===== src/rtl/uart_tx_arbiter.sv =====
// Shares one uart_tx among NUM_REQ byte requesters. Round-robin arbitration with
// packet locking: once a requester sends a byte without last, it keeps the
// transmitter until its last byte completes or a byte times out.
module uart_tx_arbiter #(
  parameter int unsigned NUM_REQ        = 4,
  parameter int unsigned DATA_BITS      = 8,
  parameter int unsigned TIMEOUT_CYCLES = 200_000,
  localparam int unsigned IdW           = (NUM_REQ > 1) ? $clog2(NUM_REQ) : 1
) (
  input  logic                           clk,
  input  logic                           rst,
  input  logic [NUM_REQ-1:0]             req_valid,
  input  logic [NUM_REQ*DATA_BITS-1:0]   req_data,
  input  logic [NUM_REQ-1:0]             req_last,
  output logic [NUM_REQ-1:0]             req_ready,
  output logic                           tx_start,
  output logic [DATA_BITS-1:0]           tx_data,
  input  logic                           tx_busy,
  input  logic                           tx_done,
  output logic [IdW-1:0]                 grant_id,
  output logic                           active,
  output logic                           timeout_err
);

  localparam logic [31:0]    TimeoutLast = 32'(TIMEOUT_CYCLES - 1);
  localparam logic [IdW-1:0] LastId      = IdW'(NUM_REQ - 1);

  typedef enum logic [1:0] {StIdle, StStart, StWaitDone} state_e;

  state_e               state_q, state_d;
  logic [DATA_BITS-1:0] tx_data_q, tx_data_d;
  logic                 last_q, last_d;
  logic [IdW-1:0]       grant_id_q, grant_id_d;
  logic [IdW-1:0]       rr_ptr_q, rr_ptr_d;
  logic                 lock_q, lock_d;
  logic [31:0]          wait_cnt_q, wait_cnt_d;
  logic                 timeout_err_q, timeout_err_d;

  logic                 rr_found;
  logic [IdW-1:0]       rr_idx;
  logic [31:0]          cand;
  logic                 win_valid;
  logic [IdW-1:0]       win_idx;
  logic [DATA_BITS-1:0] win_data;
  logic                 win_last;
  logic                 grant;
  logic [IdW-1:0]       next_ptr;

  // Round-robin search: first valid requester at or after rr_ptr, wrapping.
  always_comb begin
    rr_found = 1'b0;
    rr_idx   = '0;
    cand     = '0;
    for (int unsigned off = 0; off < NUM_REQ; off++) begin
      cand = 32'(rr_ptr_q) + off;
      // rr_ptr is always below NUM_REQ, so one subtraction is enough to wrap.
      if (cand >= NUM_REQ) cand = cand - NUM_REQ;
      if (!rr_found && req_valid[cand[IdW-1:0]]) begin
        rr_found = 1'b1;
        rr_idx   = cand[IdW-1:0];
      end
    end
  end

  // Winner selection: a held lock overrides round robin, even when the
  // locked requester is momentarily not valid.
  always_comb begin
    win_valid = lock_q ? req_valid[grant_id_q] : rr_found;
    win_idx   = lock_q ? grant_id_q : rr_idx;
    win_data  = '0;
    win_last  = 1'b0;
    for (int unsigned i = 0; i < NUM_REQ; i++) begin
      if (win_idx == IdW'(i)) begin
        win_data = req_data[i*DATA_BITS +: DATA_BITS];
        win_last = req_last[i];
      end
    end
  end

  assign grant    = !rst && (state_q == StIdle) && !tx_busy && win_valid;
  assign next_ptr = (grant_id_q == LastId) ? '0 : grant_id_q + IdW'(1);

  // Accept strobe for the winner only.
  always_comb begin
    req_ready = '0;
    for (int unsigned i = 0; i < NUM_REQ; i++) begin
      req_ready[i] = grant && (win_idx == IdW'(i));
    end
  end

  // Next-state logic for the FSM and its datapath registers.
  always_comb begin
    state_d       = state_q;
    tx_data_d     = tx_data_q;
    last_d        = last_q;
    grant_id_d    = grant_id_q;
    rr_ptr_d      = rr_ptr_q;
    lock_d        = lock_q;
    wait_cnt_d    = wait_cnt_q;
    timeout_err_d = 1'b0;
    unique case (state_q)
      StIdle: begin
        if (grant) begin
          state_d    = StStart;
          tx_data_d  = win_data;
          last_d     = win_last;
          grant_id_d = win_idx;
        end
      end
      StStart: begin
        state_d    = StWaitDone;
        wait_cnt_d = '0;
      end
      StWaitDone: begin
        // tx_done has priority over a coincident timeout.
        if (tx_done) begin
          state_d = StIdle;
          if (last_q) begin
            lock_d   = 1'b0;
            rr_ptr_d = next_ptr;
          end else begin
            lock_d = 1'b1;
          end
        end else if (wait_cnt_q == TimeoutLast) begin
          state_d       = StIdle;
          timeout_err_d = 1'b1;
          lock_d        = 1'b0;
          rr_ptr_d      = next_ptr;
        end else begin
          wait_cnt_d = wait_cnt_q + 32'd1;
        end
      end
      default: state_d = StIdle;
    endcase
  end

  // State and datapath registers with synchronous reset.
  always_ff @(posedge clk) begin
    if (rst) begin
      state_q       <= StIdle;
      tx_data_q     <= '0;
      last_q        <= 1'b0;
      grant_id_q    <= '0;
      rr_ptr_q      <= '0;
      lock_q        <= 1'b0;
      wait_cnt_q    <= '0;
      timeout_err_q <= 1'b0;
    end else begin
      state_q       <= state_d;
      tx_data_q     <= tx_data_d;
      last_q        <= last_d;
      grant_id_q    <= grant_id_d;
      rr_ptr_q      <= rr_ptr_d;
      lock_q        <= lock_d;
      wait_cnt_q    <= wait_cnt_d;
      timeout_err_q <= timeout_err_d;
    end
  end

  assign tx_start    = (state_q == StStart);
  assign tx_data     = tx_data_q;
  assign grant_id    = grant_id_q;
  assign active      = (state_q != StIdle) || lock_q;
  assign timeout_err = timeout_err_q;

endmodule


===== config.mk =====
export PLATFORM = sky130hd
export DESIGN_NAME = uart_tx_arbiter
export DESIGN_NICKNAME = d
export VERILOG_FILES = /design/src/rtl/uart_tx_arbiter.sv
export SDC_FILE = /design/constraint.sdc
export NUM_CORES = 1
export LEC_CHECK = 0
export BUFFER_PORTS_ARGS = -buffer_cell sky130_fd_sc_hd__buf_2
export CAP_MARGIN = 15
export CORE_ASPECT_RATIO = 2
export CORE_MARGIN = 4
export CORE_UTILIZATION = 33
export DETAILED_ROUTE_END_ITERATION = 10
export GPL_TIMING_DRIVEN = 1
export PLACE_DENSITY = 0.53
export SYNTH_ARGS = -nofsm -noshare
export SYNTH_HDL_FRONTEND = slang
export SYNTH_SLANG_ARGS = --single-unit

===== constraint.sdc =====
create_clock -name clk -period 2.1 [get_ports clk]
set_clock_uncertainty 0.2 [all_clocks]
set_input_delay 0.21 -clock clk [delete_from_list [all_inputs] [get_ports clk]]
set_output_delay 0.21 -clock clk [all_outputs]
set_load 0.02 [all_outputs]

**Yosys cells after proc, flatten, opt, wreduce, memory -nomap -nowiden**

Index checks and enable logic that the tools add are counted.

- Bits of input ports: 44
- Register bits: 49
- Logic and storage cells: 113

- Reductions and logical operators: 27
- Mux-type cells: 47
- Bitwise logic cells: 1
- Equal/unequal tests: 12
- Add/subtract/negate cells: 9
- Order comparisons: 9

Operators by type and width:

| cell | count |
|---|---|
| 32-bit two-way mux | 2 |
| 32-bit one-hot mux with 2 select lines | 1 |
| 32-bit by 1-bit adder with 32-bit output, second input constant | 1 |
| 32-bit by 18-bit == test with 1-bit output, second input constant | 1 |
| 2-bit two-way mux | 16 |
| 8-bit two-way mux | 4 |
| 1-bit two-way mux | 18 |
| 2-bit by 3-bit less-than comparator with 1-bit output, second input constant | 5 |
| 1-bit binary-select mux with 2-bit select | 5 |
| 1-bit logical AND | 10 |
| 3-bit greater-or-equal comparator, second input constant | 3 |
| 2-bit == test, second input constant | 4 |
| 2-bit by 1-bit subtractor with 2-bit output, second input constant | 4 |
| 2-bit by 2-bit adder with 3-bit output, second input constant | 2 |
| 2-bit inequality test, second input constant | 3 |
| 2-bit one-hot mux with 3 select lines | 1 |
| 2-bit AND reduction | 3 |
| 3-bit AND reduction | 2 |
| 2-bit nonzero test | 3 |
| 1-bit logical NOT | 5 |
| 2-bit by 1-bit == test with 1-bit output, second input constant | 2 |
| 2-bit logical NOT | 2 |
| 2-bit by 1-bit adder with 3-bit output, second input constant | 1 |
| 2-bit by 3-bit greater-or-equal comparator with 1-bit output, second input constant | 1 |
| 6 further kinds | 6 |

**Logic depth before layout (Yosys ltp)**

Gate-level depths: netlist (run 1).

- Depth in word-level cells: 20
- Mapped depth: 8
- Mapped depth without buffers: 7

**Worst setup path after synthesis (run 1)**

OpenSTA, ideal clock, no wires.

- Kind: register -> output
- Start point: reg grant_id_q[0] (netlist: grant_id[0])
- End point: out req_ready[0]
- Arrival: 1956 ps
- Stages on the path, launching flop included: 7
- Slack: -266 ps
- Required time: 1690 ps
- Cell sequence: dfxtp_1 -> mux4_1 -> nand2b_1 -> and4_1 -> buf_6 -> clkbuf_1 -> nor3b_1

- Longest elaborated chain between the ends: 5
- Elaborated cells between the ends (all ways): 7

RTL lines:

| what | RTL line | text |
|---|---|---|
| start: declaration | 33 | `logic [IdW-1:0] grant_id_q, grant_id_d;` |
| start signal: assignment | 152 | `grant_id_q <= grant_id_d;` |
| 1-bit binary-select mux with 2-bit select | 68 | `win_valid = lock_q ? req_valid[grant_id_q] : rr_found;` |
| 1-bit two-way mux (implied by the code) | 68 |  |
| 1-bit two-way mux | 68 |  |
| 1-bit logical AND | 80 | `assign grant = !rst && (state_q == StIdle) && !tx_busy && win_valid;` |
| 1-bit logical AND (*) | 87 | `req_ready[i] = grant && (win_idx == IdW'(i));` |
| end: declaration | 15 | `output logic [NUM_REQ-1:0] req_ready,` |

Every way passes the cells marked *; elsewhere a longest branch is shown, timed or not. The select of a mux whose other input is x is not followed.

**Worst setup path in the final report (run 1)**

- Start point: reg rr_ptr_q[1]
- End point: out req_ready[0]

- Longest elaborated chain between the ends: 17
- Elaborated cells between the ends (all ways): 42

RTL lines:

| what | RTL line | text |
|---|---|---|
| start: declaration | 34 | `logic [IdW-1:0] rr_ptr_q, rr_ptr_d;` |
| start signal: assignment | 153 | `rr_ptr_q <= rr_ptr_d;` |
| parallel branches: the longest is 16 deep, another holds 2-bit by 1-bit adder with 3-bit output | n/a |  |
| 1-bit logical AND (*) | 87 |  |

Every way passes the cells marked *. The select of a mux whose other input is x is not followed.

==> results of run 1 <==
==> flip-flops by register name (all words and copies together), names as in the netlist <==
name	count
timeout_err	1
last_q	1
state_q	2
wait_cnt_q	32
rr_ptr_q	2
lock_q	1
grant_id	2
tx_data	8
==> power groups by stage <==
| stage | registers (mW) | logic, mW | clock network (mW) |
|---|---|---|---|
| 3_3_place_gp | 1.05 | 1.02 | 0 |
| 5_1_grt | 1.05 | 1.56 | 0.883 |
| 2_1_floorplan | 1.09 | 0.551 | 0 |
| 3_5_place_dp | 1.05 | 1.03 | 0 |
| 6_report | 1.04 | 1.46 | 0.816 |
| 4_1_cts | 1.03 | 1.27 | 0.847 |
==> per-layer routing <==
metal  wire length [um]  global-route usage (%)  share of wire, %  vias to the layer above
met1               3570                    16.3                33                     1630
met5                  0                       0                 0                        -
met4                592                    12.5               5.5                        0
met2               6220                    37.8                58                      115
li1                   -                       -                 -                     1660
met3                394                    3.35               3.7                       38
==> cell families after synthesis <==
kind of cell,synth area share (%)
compound gates,20.1
xor+xnor,5.11
fa+ha+maj,2.43
buf+inv,7.13
flops,31.8
mux,5.43
simple gates,28.1
==> layout make-up <==
type / count / area (um2)
clock buffers: 6 / 139
well taps: 102 / 128
inverters: 29 / 111
clock inverters: 1 / 7.51
flip-flops and latches: 49 / 1000
repair buffers: 158 / 1190
fillers: 838 / 4170
multi-input cells: 272 / 2330
==> through the flow <==
stage / setup slack [ns] / instance area, um2 / hold slack, ns
global placement: -0.634 / 4020 / 0.272
global route: -0.341 / 4900 / 0.0129
finish: -0.236 / 4900 / 0.00850
detailed placement: -0.661 / 4020 / 0.291
floorplan: 0.00125 / 3130 / 0.210
CTS: -0.227 / 4560 / 0.0262
==> what timing repair did <==
item	4_1_cts	5_1_grt
buffers inserted	18	9
endpoints found under the setup margin	24	37
pin swaps	18	26
gates resized for setup	62	58
cloned	1	3
==> critical path, cell delays in order (launching register included) <==
cell	delay, ns
dfxtp_2	0.34
nand2b_4	0.15
a2111oi_4	0.35
buf_4	0.20
buf_6	0.10
a211oi_4	0.04
buf_12	0.14
nor3b_4	0.19
buf_6	0.14
==> worst paths after layout <==
kind	cells past startpoint	to	slack, ns	startpoint
worst max-delay path	8	req_ready[0]	-0.24	rr_ptr_q[1]$_SDFFE_PP0P_
worst max register to register	6	tx_data[3]$_SDFFE_PP0P_	-0.16	rr_ptr_q[1]$_SDFFE_PP0P_
worst min-delay path	3	last_q$_SDFFE_PP0P_	0.009	req_last[1]
worst min register to register	2	tx_data[5]$_SDFFE_PP0P_	0.31	tx_data[5]$_SDFFE_PP0P_
==> cells in the mapped netlist (all sizes together) (2+ instances only) <==
library cell / number
nor3b: 3
or3: 7
o311ai: 8
ha: 6
a2111oi: 9
o31ai: 6
inv: 28
a21oi: 14
o21ai: 9
nand2: 23
buf: 9
nor2: 28
nor4: 10
dfxtp: 49
nor4b: 3
clkbuf: 9
nor2b: 2
mux2i: 13
o41ai: 2
nand4: 16
nor3: 4
xnor2: 2
o2bb2ai: 8
nand2b: 6
and3: 5
nand3b: 2
o221ai: 9
and4: 2
or4: 5
and2: 13
a31o: 2
nand3: 24
xor2: 16
==> summary.md, run 1 <==
| Metric | Value |
|---|---|
| Final Instance Count excl. Fillers | `617` |
| Die outline width | `76.4 um` |
| Final setup vio count | `14` |
| Pwr dens | `677 nW/um2` |
| Final setup TNS | `-1.76 ns` |
| Effective utilization at floorplan | `34.0%` |
| Gr ovfl total | `0` |
| DR vias | `3443` |
| Synth top area cells | `dfxtp_1 32%, xor2_1 4.5%, mux2i_1 4.2%` |
| Worst-skew pair later-pin latency | `0.29 ns` |
| Max Slew Vio Count | `0` |
| Setup crit end kind | `primary output` |
| Final period utilization | `111%` |
| Seq/Total Area, Yosys | `31.8%` |
| Minimum clock period after layout | `2.34 ns` |
| Core box area | `9070 um2` |
| Most frequent cells in the layout | `82 x buf_4, 57 x buf_2, 37 x dfxtp_1` |
| First DRT Iteration DRCs | `72` |
| Antenna violations before repair | `0` |
| Worst setup margin | `-0.236 ns` |
| Leading cell type in the layout, fill and taps excluded | `buf_4` |
| Asr flop ratio synth | `0%` |
| Critical path type | `reg -> out` |
| Vias in the first global route | `3412` |
| RePlAce Congestion | `0.872` |
| #FFs+latches synth | `49` |
| Detailed Routing Iterations Pass 1 | `4` |
| # clock sinks | `49` |
| Final nets | `565` |
| Psw | `1.13 mW` |
| Status | `finished, violations left` |
| VDD IR-drop max | `0.405 mV` |
| Leading area contributor after synthesis | `dfxtp_1` |
| Total track usage | `18.6%` |
| Worst path required time | `1.69 ns` |
| Routed WL per cell | `17.5 um` |
| Seq pwr share | `31.3%` |
| Switching share of total power | `33.9%` |
| Synth cell types | `59` |
| Max Cap Viol | `0` |
| Core Util, Final | `54.1%` |
| Failing checks | `negative setup slack` |
| Main synth FF type | `dfxtp_1` |
| Leak pwr | `1.99 nW` |
| Antenna-violating nets left | `0` |
| DP Wirelength | `7910 um` |
| Syn avg cell area | `8.39 um2` |
| Post-synth net total | `418` |
| Share of the synthesized area in the top cell type | `31.8%` |
| Setup crit start kind | `flop` |
| Gate Count Post-Synth | `368` |
| Clock Tree Root | `clkbuf_16` |
| P&R area growth vs syn | `58.8%` |
| Warning count from the yosys run | `0` |
| Vias/cell | `5.58` |
| Largest net degree at the start of global routing | `31` |
| RSZ-0062 raised after global routing | `yes` |
| Internal | `2.19 mW` |
| # H-tree levels | `2` |
| DIE HEIGHT | `145 um` |
| Deepest clock path buffer count | `2` |
| Hold/Removal Path Class | `in -> reg` |
| Layout cells sized above 1 | `48.5%` |
| Post-synthesis cell area | `3090 um2` |
| Achievable clock frequency | `428 MHz` |
| CTS tree | `built` |
| First-pass GRT wire length | `16200 um` |
| Crit Path Max Fanout | `4` |
| Slew @ Worst Pin | `0.644 ns` |
| # diodes | `0` |
| Hold buffer count at CTS | `0` |
| Logic pwr share | `44.1%` |
| Pwr Total | `3.32 mW` |
| Site row count | `49` |
| Clock share of power | `24.6%` |
| Cts bufs inserted | `5` |
| # IOs | `61` |
| Worst slew margin | `56.4%` |
| Final WL | `10800 um` |
| Clk pin slew, worst setup/hold paths | `0.06 ns` |
| CP arrival | `1.93 ns` |
| Drc violations | `0` |
| Full die area | `11100 um2` |
| Hold Fails Final Rpt | `0` |
| Placed cells | `584` |
| PortBufs | `60` |
| EDFF count, synth | `0` |
No activity file was read; power rests on OpenSTA's default activity.
==> run 2: changes to the inputs <==
Settings changed: REMOVE_ABC_BUFFERS from default to 1.
==> summary.md, run 2 (synthesized netlist as in run 1, its figures left out) <==
| Metric | Value |
|---|---|
| Status | `finished, violations left (unchanged)` |
| Failing checks | `negative setup slack (unchanged)` |
| Worst setup margin | `-0.160 ns (was -0.236 ns)` |
| RSZ-0062 raised after global routing | `yes (unchanged)` |
| Final Instance Count excl. Fillers | `595 (was 617)` |
| Antenna violations before repair | `0 (unchanged)` |
| Hold Fails Final Rpt | `0 (unchanged)` |
| Core box area | `9070 um2 (unchanged)` |
| Total track usage | `16.9% (was 18.6%)` |
| DIE HEIGHT | `145 um (unchanged)` |
| # diodes | `0 (unchanged)` |
| Routed WL per cell | `16.2 um (was 17.5 um)` |
| Critical R2R Capture | `wait_cnt_q[2]$_SDFFE_PP0P_ (was tx_data[3]$_SDFFE_PP0P_)` |
| Switching share of total power | `31.7% (was 33.9%)` |
| Worst setup path start | `grant_id[0]$_SDFFE_PP0P_ (was rr_ptr_q[1]$_SDFFE_PP0P_)` |
| PortBufs | `60 (unchanged)` |
| Clock share of power | `31.6% (was 24.6%)` |
| RePlAce Congestion | `0.790 (was 0.872)` |
| # clock sinks | `49 (unchanged)` |
| Achievable clock frequency | `443 MHz (was 428 MHz)` |
| Reg2reg start | `wait_cnt_q[25]$_SDFFE_PP0P_ (was rr_ptr_q[1]$_SDFFE_PP0P_)` |
| Setup crit start kind | `flop (unchanged)` |
| CP Depth | `6 (was 8)` |
| Final period utilization | `108% (was 111%)` |
| Final nets | `542 (was 565)` |
| Pwr dens | `719 nW/um2 (was 677 nW/um2)` |
| Pwr Total | `3.30 mW (was 3.32 mW)` |
| Placed cells | `572 (was 584)` |
| Internal | `2.26 mW (was 2.19 mW)` |
| CP arrival | `1.85 ns (was 1.93 ns)` |
| Hold buffer count at CTS | `0 (unchanged)` |
| Worst slew margin | `70.1% (was 56.4%)` |
| Final setup TNS | `-0.810 ns (was -1.76 ns)` |
| VDD IR-drop max | `0.388 mV (was 0.405 mV)` |
| DP Wirelength | `7210 um (was 7910 um)` |
| Drc violations | `0 (unchanged)` |
| Leading cell type in the layout, fill and taps excluded | `buf_4 (unchanged)` |
| Die outline width | `76.4 um (unchanged)` |
| Seq pwr share | `31.2% (was 31.3%)` |
| Cts bufs inserted | `5 (unchanged)` |
| Leak pwr | `1.91 nW (was 1.99 nW)` |
| Max Slew Vio Count | `0 (unchanged)` |
| Deepest clock path buffer count | `2 (unchanged)` |
| CP max stage delay | `0.49 ns (was 0.35 ns)` |
| Critical path type | `reg -> out (unchanged)` |
| Worst path required time | `1.69 ns (about the same)` |
| Core Util, Final | `50.6% (was 54.1%)` |
| Hold/Removal Path Class | `in -> reg (unchanged)` |
| CTS tree | `built (unchanged)` |
| Final WL | `9620 um (was 10800 um)` |
| R2R Setup Slk | `-0.04 ns (was -0.16 ns)` |
| Detailed Routing Iterations Pass 1 | `4 (unchanged)` |
| Antenna-violating nets left | `0 (unchanged)` |
| # H-tree levels | `2 (unchanged)` |
| Largest register by flop count | `wait_cnt_q (unchanged)` |
| Largest net degree at the start of global routing | `31 (unchanged)` |
| DR vias | `3275 (was 3443)` |
| Logic pwr share | `37.1% (was 44.1%)` |
| Max Cap Viol | `0 (unchanged)` |
| First-pass GRT wire length | `15100 um (was 16200 um)` |
| Top Metal Used | `met4 (unchanged)` |
| Clk pin slew, worst setup/hold paths | `0.07 ns (was 0.06 ns)` |
| Vias in the first global route | `3290 (was 3412)` |
| Max reg flops | `32 (unchanged)` |
| Crit path cell chain | `mux4_2, nand2b_4, and4_4, buf_6, nor3b_2, buf_4 (was nand2b_4, a2111oi_4, buf_4, buf_6, a211oi_4, buf_12, nor3b_4, buf_6)` |
| CP max-delay cell | `mux4_2 (was a2111oi_4)` |
| Worst Path Buf+Inv | `2 (was 4)` |
| Psw | `1.05 mW (was 1.13 mW)` |
| Final setup vio count | `14 (unchanged)` |
| Clock Tree Root | `clkbuf_16 (unchanged)` |
| Delay-heaviest family, CP | `multiplexers (was buffers and inverters)` |
| Met3 Wirelength | `389 um (was 394 um)` |
| Setup crit end kind | `primary output (unchanged)` |
| P&R area growth vs syn | `48.8% (was 58.8%)` |
| Worst-skew pair later-pin latency | `0.30 ns (was 0.29 ns)` |
| Vias/cell | `5.50 (was 5.58)` |
| Effective utilization at floorplan | `34.0% (unchanged)` |
| First DRT Iteration DRCs | `137 (was 72)` |
| Most frequent cells in the layout | `64 x buf_4, 56 x buf_2, 38 x dfxtp_1 (was 82 x buf_4, 57 x buf_2, 37 x dfxtp_1)` |
| Slew @ Worst Pin | `0.437 ns (was 0.644 ns)` |
| Minimum clock period after layout | `2.26 ns (was 2.34 ns)` |
| Met2 WL post-DR | `5610 um (was 6220 um)` |
| Reg2Reg Depth | `8 (was 6)` |
| # IOs | `61 (unchanged)` |
| Setup WS pre-CTS | `-0.0930 ns (was -0.661 ns)` |
| Critical Path End | `req_ready[0] (unchanged)` |
| Layout cells sized above 1 | `43.8% (was 48.5%)` |
| Met1 Wirelength | `3240 um (was 3570 um)` |
| Crit Path Max Fanout | `5 (was 4)` |
| Full die area | `11100 um2 (unchanged)` |
| Gr ovfl total | `0 (unchanged)` |
| Site row count | `49 (unchanged)` |
==> run 2: cell types whose count changed in the layout (fill, tap and decap cells not counted), sizes merged <==
cell,previous run,this run
bufinv,0,2
clkbuf,7,5
clkinv,1,2
clkinvlp,1,0
buf,157,135
==> run 2: repair_timing <==
action,4_1_cts,5_1_grt
pin swaps,9,29
cloned,0,2
setup buffers,5,9
endpoints found under the setup margin,18,33
resized for setup,39,63
==> run 2: per-stage QoR <==
stage	area, um2	hold slack (ns)
floorplan	2980	0.0791
global placement	3910	0.281
detailed placement	3910	0.284
CTS	4270	0.00849
global route	4590	0.00666
finish	4590	0.0101
==> run 2: how the worst min path moves through the flow <==
stage                                    start                          to  slack [ns]  cells past startpoint
finish                            req_data[15]     tx_data[7]$_SDFFE_PP0P_        0.01                      3
global route                       req_data[7]     tx_data[7]$_SDFFE_PP0P_       0.007                      3
CTS                                req_data[4]     tx_data[4]$_SDFFE_PP0P_       0.008                      3
detailed placement  wait_cnt_q[5]$_SDFFE_PP0P_  wait_cnt_q[5]$_SDFFE_PP0P_        0.28                      2
global placement    wait_cnt_q[3]$_SDFFE_PP0P_  wait_cnt_q[3]$_SDFFE_PP0P_        0.28                      2
floorplan                                  rst    grant_id[0]$_SDFFE_PP0P_        0.08                      1
==> run 2: tightest hold or removal path, stage by stage <==
cell,delay (ns)
buf_2,0.07
mux2i_1,0.06
o221ai_1,0.13
==> run 2: layout make-up <==
type	count	area (um2)
Inverter	29	109
Fill cell	842	4480
Multi-Input combinational cell	272	2190
Timing Repair Buffer	135	985
Clock buffer	5	125
Sequential cell	49	997
Tap cell	102	128
Clock inverter	3	65.1
==> run 2: power by group through the flow <==
stage	Clock [mW]	Sequential [mW]	Combinational [mW]
2_1_floorplan	0	1.10	0.469
3_3_place_gp	0	1.05	0.999
3_5_place_dp	0	1.05	1.02
4_1_cts	1.07	1.03	1.12
5_1_grt	1.11	1.04	1.32
6_report	1.05	1.03	1.23
==> run 2: per-layer routing <==
| layer | global-route usage, % | vias up |
|---|---|---|
| li1 | - | 1612 |
| met1 | 15.3 | 1536 |
| met2 | 35.2 | 98 |
| met3 | 2.91 | 29 |
| met4 | 8.21 | 0 |
| met5 | 0 | - |
==> run 3: changes to the inputs <==
Settings changed: CORE_ASPECT_RATIO 2 to default.
==> summary.md, run 3 (synthesized netlist as in run 1, its figures left out) <==
| Metric | Value |
|---|---|
| Hold/Removal Path Class | `in -> reg (unchanged)` |
| Max reg flops | `32 (unchanged)` |
| Minimum clock period after layout | `2.36 ns (was 2.26 ns)` |
| Final nets | `564 (was 542)` |
| Crit Path Max Fanout | `3 (was 5)` |
| Routed WL per cell | `15.0 um (was 16.2 um)` |
| Die outline width | `105 um (was 76.4 um)` |
| Vias/cell | `5.29 (was 5.50)` |
| Gr ovfl total | `0 (unchanged)` |
| Critical path type | `reg -> out (unchanged)` |
| Most frequent cells in the layout | `67 x buf_4, 56 x buf_2, 43 x dfxtp_1 (was 64 x buf_4, 56 x buf_2, 38 x dfxtp_1)` |
| DIE HEIGHT | `105 um (was 145 um)` |
| Site row count | `35 (was 49)` |
| Failing checks | `negative setup slack (unchanged)` |
| # IOs | `61 (unchanged)` |
| Antenna-violating nets left | `0 (unchanged)` |
| Area of the multi-input gates | `2180 um2 (was 2190 um2)` |
| Largest net degree at the start of global routing | `31 (unchanged)` |
| Achievable clock frequency | `424 MHz (was 443 MHz)` |
| Core box area | `9150 um2 (was 9070 um2)` |
| PortBufs | `60 (unchanged)` |
| Leading cell type in the layout, fill and taps excluded | `buf_4 (unchanged)` |
| Effective utilization at floorplan | `33.7% (was 34.0%)` |
| Hold EP | `tx_data[2]$_SDFFE_PP0P_ (was tx_data[7]$_SDFFE_PP0P_)` |
| DP Wirelength | `6450 um (was 7210 um)` |
| Vias in the first global route | `3253 (was 3290)` |
| Hold path depth | `3 (unchanged)` |
| Met3 Resource Use GR | `3.09% (was 2.91%)` |
| First DRT Iteration DRCs | `107 (was 137)` |
| Leak pwr | `1.93 nW (was 1.91 nW)` |
| Clk pin slew, worst setup/hold paths | `0.10 ns (was 0.07 ns)` |
| Reg2reg start | `rr_ptr_q[1]$_SDFFE_PP0P_ (was wait_cnt_q[25]$_SDFFE_PP0P_)` |
| Slew @ Worst Pin | `0.521 ns (was 0.437 ns)` |
| CTS tree | `built (unchanged)` |
| Critical R2R Capture | `tx_data[0]$_SDFFE_PP0P_ (was wait_cnt_q[2]$_SDFFE_PP0P_)` |
| Reg2Reg Depth | `10 (was 8)` |
| Setup crit start kind | `flop (unchanged)` |
| Setup WS pre-CTS | `-0.314 ns (was -0.0930 ns)` |
| Worst-skew pair later-pin latency | `0.31 ns (was 0.30 ns)` |
| Worst slew margin | `64.4% (was 70.1%)` |
| Hold Fails Final Rpt | `0 (unchanged)` |
| Worst path required time | `1.69 ns (about the same)` |
| Max Cap Viol | `0 (unchanged)` |
| Detailed Routing Iterations Pass 1 | `4 (unchanged)` |
| Cts bufs inserted | `5 (unchanged)` |
| Pwr dens | `627 nW/um2 (was 719 nW/um2)` |
| Final setup vio count | `17 (was 14)` |
| Setup crit end kind | `primary output (unchanged)` |
| Layout cells sized above 1 | `43.1% (was 43.8%)` |
| Worst setup margin | `-0.260 ns (was -0.160 ns)` |
| Final WL | `9420 um (was 9620 um)` |
| Antenna violations before repair | `0 (unchanged)` |
| DR vias | `3310 (was 3275)` |
| Met2 Track Usage GR | `29.3% (was 35.2%)` |
| Full die area | `11000 um2 (was 11100 um2)` |
| Largest register by flop count | `wait_cnt_q (unchanged)` |
| R2R Setup Slk | `-0.17 ns (was -0.04 ns)` |
| # H-tree levels | `2 (unchanged)` |
| Drc violations | `0 (unchanged)` |
| # clock sinks | `49 (unchanged)` |
| Deepest clock path buffer count | `2 (unchanged)` |
| Total track usage | `16.7% (was 16.9%)` |
| Hold_sp | `req_data[2] (was req_data[15])` |
| VDD IR-drop max | `0.405 mV (was 0.388 mV)` |
| # diodes | `0 (unchanged)` |
| RSZ-0062 raised after global routing | `yes (unchanged)` |
| GRT met1 Usage | `20.8% (was 15.3%)` |
| CP arrival | `1.95 ns (was 1.85 ns)` |
| RePlAce Congestion | `0.831 (was 0.790)` |
| Final period utilization | `112% (was 108%)` |
| Clock Tree Root | `clkbuf_8 (was clkbuf_16)` |
| Fillcell total | `858 (was 842)` |
| Grt peak-use layer | `met2 (unchanged)` |
| First-pass GRT wire length | `15300 um (was 15100 um)` |
| P&R area growth vs syn | `51.8% (was 48.8%)` |
| Register area | `988 um2 (was 997 um2)` |
| Pwr Total | `2.94 mW (was 3.30 mW)` |
| Max Slew Vio Count | `0 (unchanged)` |
| Status | `finished, violations left (unchanged)` |
run 3: changes by cell type in the layout (fill, tap and decap cells not counted), sizes merged:
cell | before | now
buf | 135 | 147
bufinv | 2 | 0
clkinv | 2 | 3
clkinvlp | 0 | 1
dlygate4sd3 | 0 | 10
run 3: critical path, cell delays in order, from the launching register on:
cell	delay, ns
dfxtp_2	0.35
buf_6	0.12
nand2b_4	0.13
a2111oi_4	0.34
buf_12	0.15
a211oi_4	0.04
buf_4	0.17
inv_1	0.05
and3_4	0.17
buf_6	0.11
run 3: worst max path at each step:
| stage | from | to | slack [ns] |
|---|---|---|---|
| after global placement | req_valid[1] | tx_data[6]$_SDFFE_PP0P_ | -0.24 |
| final | rr_ptr_q[1]$_SDFFE_PP0P_ | req_ready[2] | -0.26 |
| after floorplan | state_q[0]$_SDFFE_PP0P_ | wait_cnt_q[31]$_SDFFE_PP0P_ | -0.83 |
| after global routing | rr_ptr_q[1]$_SDFFE_PP0P_ | req_ready[2] | -0.32 |
| after CTS | rr_ptr_q[1]$_SDFFE_PP0P_ | req_ready[0] | -0.28 |
| after detailed placement | rr_ptr_q[1]$_SDFFE_PP0P_ | tx_data[6]$_SDFFE_PP0P_ | -0.31 |
run 3: where the power goes:
group          internal [mW]  total (mW)  switching [mW]
combinational          0.644        1.32           0.680
sequential             0.993        1.04          0.0443
clock                  0.231       0.575           0.344
run 3: through the flow:
step	cells	setup TNS (ns)	utilization (%)	area, um2	hold WS [ns]
2_1_floorplan	350	-9.23	-	2980	0.0791
3_3_place_gp	585	-2.00	43.0	3940	0.274
3_5_place_dp	585	-2.48	43.0	3940	0.295
4_1_cts	618	-2.41	48.4	4430	0.000925
5_1_grt	626	-4.44	51.2	4690	0.0243
6_report	626	-2.29	51.2	4690	0.00645
run 3: what timing repair did:
action / in CTS / in global routing
endpoints found under the hold margin: 5 / 0
setup endpoints to repair: 32 / 38
hold buffers: 10 / 0
buffers inserted: 15 / 9
resized for setup: 55 / 51
cloned: 0 / 1
pin swaps: 23 / 30
run 3: layout make-up:
class,count,share of cell area [%]
inverter,29,2.38
clock inverter,3,0.374
timing repair buffer,157,25.2
sequential,49,21.1
multi-input combinational,272,46.5
clock buffer,5,1.47
tap,111,2.96
run 3: layer usage:
layer	vias to the layer above	share of wire, %
met5	-	0
met4	0	1.5
met3	13	3.9
met2	77	50
met1	1568	45
li1	1652	-
